--- src/rtl/wash_heater_controller.sv ---
// Water-heating sequencer: snapshot target on start, heat to target, soak with
// hysteresis thermostat for a fixed period, pulse done; timeout/over-temp latch a fault.
module wash_heater_controller #(
  parameter int          HYST         = 2,
  parameter logic [15:0] HEAT_TIMEOUT = 16'd50000,
  parameter logic [15:0] HOLD_CYCLES  = 16'd10000,
  parameter logic [6:0]  OVERTEMP     = 7'd90
) (
  input  logic       clk,
  input  logic       reset,
  input  logic       start,
  input  logic       abort,
  input  logic [5:0] target_temp,
  input  logic [6:0] water_temp,
  output logic       heater_on,
  output logic       heat_ready,
  output logic       done,
  output logic       fault,
  output logic [2:0] state
);

  typedef enum logic [2:0] {
    S_IDLE    = 3'd0,
    S_HEATING = 3'd1,
    S_HOLD    = 3'd2,
    S_DONE    = 3'd3,
    S_FAULT   = 3'd4
  } state_t;

  localparam logic [6:0] HYST_W = 7'(HYST);

  logic [2:0]  state_q;
  state_t      cur, state_d;
  logic [6:0]  tgt_q, tgt_d, lo_thr;
  logic [15:0] tmo_cnt, tmo_d, hold_cnt, hold_d;
  logic        heater_d;

  // Unused encodings fall back to IDLE.
  always_comb begin
    case (state_q)
      3'd1:    cur = S_HEATING;
      3'd2:    cur = S_HOLD;
      3'd3:    cur = S_DONE;
      3'd4:    cur = S_FAULT;
      default: cur = S_IDLE;
    endcase
  end

  always_comb begin
    state_d = cur;
    tgt_d   = tgt_q;
    tmo_d   = tmo_cnt;
    hold_d  = hold_cnt;
    if (cur != S_FAULT && water_temp >= OVERTEMP) begin
      state_d = S_FAULT;
    end else if (abort && (cur == S_HEATING || cur == S_HOLD)) begin
      state_d = S_IDLE;
      tmo_d   = '0;
      hold_d  = '0;
    end else begin
      case (cur)
        S_IDLE: begin
          if (start) begin
            tgt_d   = {1'b0, target_temp};
            tmo_d   = '0;
            state_d = S_HEATING;
          end
        end
        S_HEATING: begin
          if (water_temp >= tgt_q) begin
            hold_d  = '0;
            state_d = S_HOLD;
          end else if (tmo_cnt == HEAT_TIMEOUT - 16'd1) begin
            state_d = S_FAULT;
          end else begin
            tmo_d = tmo_cnt + 16'd1;
          end
        end
        S_HOLD: begin
          if (hold_cnt == HOLD_CYCLES - 16'd1) state_d = S_DONE;
          else                                 hold_d  = hold_cnt + 16'd1;
        end
        S_DONE:  state_d = S_IDLE;
        default: state_d = S_FAULT;
      endcase
    end
  end

  // Re-enable threshold, clamped at 0 for low targets.
  assign lo_thr = (tgt_d > HYST_W) ? (tgt_d - HYST_W) : 7'd0;

  always_comb begin
    heater_d = 1'b0;
    case (state_d)
      S_HEATING: heater_d = (water_temp < tgt_d);
      S_HOLD: begin
        if (water_temp >= tgt_d)      heater_d = 1'b0;
        else if (water_temp < lo_thr) heater_d = 1'b1;
        else                          heater_d = heater_on;
      end
      default:   heater_d = 1'b0;
    endcase
  end

  always_ff @(posedge clk) begin
    if (reset) begin
      state_q    <= 3'd0;
      tgt_q      <= '0;
      tmo_cnt    <= '0;
      hold_cnt   <= '0;
      heater_on  <= 1'b0;
      heat_ready <= 1'b0;
      done       <= 1'b0;
      fault      <= 1'b0;
    end else begin
      state_q    <= state_d;
      tgt_q      <= tgt_d;
      tmo_cnt    <= tmo_d;
      hold_cnt   <= hold_d;
      heater_on  <= heater_d;
      heat_ready <= (state_d == S_HOLD);
      done       <= (state_d == S_DONE);
      fault      <= (state_d == S_FAULT);
    end
  end

  assign state = state_q;

endmodule
--- config.mk ---
export PLATFORM = sky130hd
export DESIGN_NAME = wash_heater_controller
export DESIGN_NICKNAME = d
export VERILOG_FILES = /design/src/rtl/wash_heater_controller.sv
export SDC_FILE = /design/constraint.sdc
export NUM_CORES = 1
export LEC_CHECK = 0
export ABC_AREA = 1
export BUFFER_PORTS_ARGS = -buffer_cell sky130_fd_sc_hd__clkbuf_2
export CORE_MARGIN = 2
export CORE_UTILIZATION = 33
export DETAILED_ROUTE_END_ITERATION = 6
export MAX_ROUTING_LAYER = met4
export SLEW_MARGIN = 10
export SYNTH_ARGS = -nofsm -noshare
export SYNTH_HDL_FRONTEND = slang
export SYNTH_SLANG_ARGS = --single-unit
--- constraint.sdc ---
create_clock -name clk -period 3.65 [get_ports clk]
set_input_delay 1.095 -clock clk [delete_from_list [all_inputs] [get_ports clk]]
set_output_delay 1.095 -clock clk [all_outputs]
set_load 0.005 [all_outputs]
==> flow_summary_export.csv <==
group,metric,value,unit
sta,period_needed,3.314,ns
grt,grt_start_max_net_pins,18,
pwr,power_density,355.2,mW/mm^2
detailed_routing,totalWireLength,7474,um
critical_path,path_cells,"clkbuf_2 > nand2_1 > o21bai_4 > nand3_2 > inv_1 > nand2_1 > nand2_1 > inv_2 > ha_1 > inv_1 > nor2_1 > nand3_1 > and2_1 > nand3_1 > ha_1 > a21oi_1 > nor2_1 > a211oi_1 > nand2_1 > nand2_1 > nand2_1 > a21oi_1",
critical_path,critPathArrivalTime,3.56,ns
layout,fin_nets,552,
clock_network,clock-sinks,46,
die,core.rowCount,35,
pwr,p_leak,1.477,nW
layout,fillers,985,
synthesis,yosysTopAreaCellShare,29.29,%
layout,antenna_cells,0,
pwr,finalPower,1.280,mW
grt,grt_pass1_wl,12940,um
clock_network,clk_path_buf_depth,2,
synthesis,synth_area_leaders,"dfxtp_1, nand2_1, ha_1, inv_1, a21oi_1",
sta,holdWs,0.4805,ns
place,post-dp-hpwl,5896,um
sta,setup_violations,0,
detailed_routing,final_antenna_net_count,0,
critical_path,worstSetupEndpointType,"register",
synthesis,yosys.cell_count.top_type,"nand2_1",
sta,worstMarginPinSlew,0.5107,ns
critical_path,start_kind,"input pin",
critical_path,path_class,"in2reg",
clock_network,clk_latency,0.30,ns
place,post-place-cells,637,
layout,multiInputGateArea,0.001936,mm^2
detailed_routing,vias,3070,
die,dieWidth,101.6,um
critical_path,crit_path_max_incr_delay,0.30,ns
layout,seq_area,920.9,um^2
critical_path,cpMaxStageDelayCell,"ha_1",
place,numPortBuffers,23,
sta,period_share,90.81,%
worst_hold_path,min_path_type,"reg2reg",
synthesis,synth_common_cells,"nand2_1, inv_1, nor2_1",
clock_network,cts_hold_buf,0,
synthesis,synth_top_cell_by_area,"dfxtp_1",
grt,grt.overflow.total,0,
synthesis,synth.avg_cell_area,6.620,um^2
place,place_ws,0.003058,ns
synthesis,syn_area,0.003144,mm^2
critical_path,required,3.89,ns
layout,area_growth,14.56,%
synthesis,synth_edf_count,0,
synthesis,synth_cells,475,
layout,drive_above_1_share,16.86,%
sta,skew,0.005195,ns
clock_network,cts_tree,"built",
layout,fin_cells,645,
die,ios,24,
grt,grt_pass1_vias,2861,
sta,maxSlewHeadroom,65.64,%
detailed_routing,initialDrtViolationCount,158,
grt,antenna_found_initial,0,
clock_network,htree_levels,2,
clock_network,cts_root_buf,"clkbuf_8",
detailed_routing,dr.pass1.iters,4,
grt,grt.total_usage,15.88,%
synthesis,ys_types,37,
die,initial_core_util,34.03,%
sta,rsz0062_at_grt,"no",
sta,tns,0,ns
synthesis,synth_nets,512,
synthesis,ys_warn_count,0,
sta,worst_slack,0.3355,ns
run,maxCapViolations,0,
clock_network,clk_pin_slew,0.10,ns
detailed_routing,wire_per_inst,11.59,um
sta,max_freq,0.3017,GHz
synthesis,synthFlopType,"dfxtp_1",
die,die_h,101.6,um
die,coreArea,0.009240,mm^2
sta,hold_viol_final,0,
place,globalplace.congestion,0.8533,
synthesis,synthArstFlopShare,0,%
sta,finalMaxSlewViolations,0,
critical_path,crit_path_max_fanout,5,
critical_path,cp_common_cell,"nand2_1",
detailed_routing,drc,0,
die,dieArea,0.01032,mm^2
clock_network,cts_buffers,5,
synthesis,yosysSeqAreaShare,29.29,%
synthesis,ys_seq_elements,46,
pwr,vdd_drop_max,0.1819,mV
detailed_routing,drt-vias-per-instance,4.760,
status,status,"finished clean",
[placed cells by master (no fill, tap or decap), types with 3 or more instances in the layout]
master / netlist / routed
nand4_1: 12 / 12
nor3_1: 19 / 19
nor4_1: 7 / 7
inv_2: 10 / 10
clkbuf_8: 0 / 5
a21oi_1: 39 / 39
nor2_2: 3 / 3
nor2_4: 3 / 3
a211oi_1: 5 / 5
xor2_1: 6 / 6
o21ai_2: 3 / 3
ha_1: 20 / 20
nand2_1: 113 / 113
clkbuf_2: 0 / 23
buf_4: 0 / 17
nor2_1: 51 / 51
nand2_2: 7 / 7
o21ai_0: 19 / 19
nand3_1: 24 / 24
dfxtp_1: 46 / 46
inv_1: 55 / 55
nor3_2: 3 / 3
nor3b_1: 3 / 3
nand3_2: 3 / 3
[report_power, final]
part	leakage [nW]	switching, mW	internal [mW]	total, mW
logic	1.05	0.249	0.151	0.400
registers	0.373	0.0141	0.518	0.532
clock network	0.0506	0.203	0.144	0.347
total	1.48	0.466	0.813	1.28
[registers in the layout, summed over array words and instances (netlist names)]
name and count:
heat_ready 1, fault 1, state 3, heater_on 1, done 1, tmo_cnt 16
tgt_q 7, hold_cnt 16
[critical path: cells and delay by family]
kind / cells / cell delay, ns
AO/OA/AOI/OAI: 4 / 0.60
adder cells (fa/ha/maj): 2 / 0.51
buffers and inverters: 4 / 0.30
AND/OR/NAND/NOR: 12 / 1.06
[what timing repair did]
item	in CTS	in global routing
endpoints found under the setup margin	0	1
buffers inserted	0	0
gates resized for setup	0	1
[cell families after synthesis]
group                    Yosys count  synth area share [%]
AO/OA/AOI/OAI                     72                 12.97
XOR/XNOR                           8                 2.229
adder cells (fa/ha/maj)           20                 7.959
buffers and inverters             72                 9.153
flip-flops                        46                 29.29
AND/OR/NAND/NOR                  257                 38.40
[per-layer routing]
metal  GRT usage (%)  routed length, um
met3           2.070                269
met5               -                  0
met4           4.886                102
met1           21.12               3748
met2           25.05               3354
[path summary, 6_finish.rpt]
path                                     from            to  slack [ns]  depth (start not counted)
worst min register to register   hold_cnt[13]  hold_cnt[13]        0.48                          2
worst max register to register       state[2]     heater_on        0.66                         23
worst min-delay path             hold_cnt[13]  hold_cnt[13]        0.48                          2
worst max-delay path            water_temp[4]     heater_on        0.34                         22
[through the flow]
step	util [%]	area (um^2)
global placement	37.93	3505
finish	38.98	3602
floorplan	-	3144
detailed placement	37.93	3505
CTS	38.98	3602
global route	38.98	3602
[area by class of cell]
cell class / instances / share of cell area [%]
Timing Repair Buffer: 40 / 6.738
Clock buffer: 5 / 1.910
Sequential cell: 46 / 25.56
Clock inverter: 3 / 0.7989
Inverter: 65 / 6.773
Multi-Input combinational cell: 357 / 53.73
Tap cell: 129 / 4.481
Power figures use the tool's default switching activity.
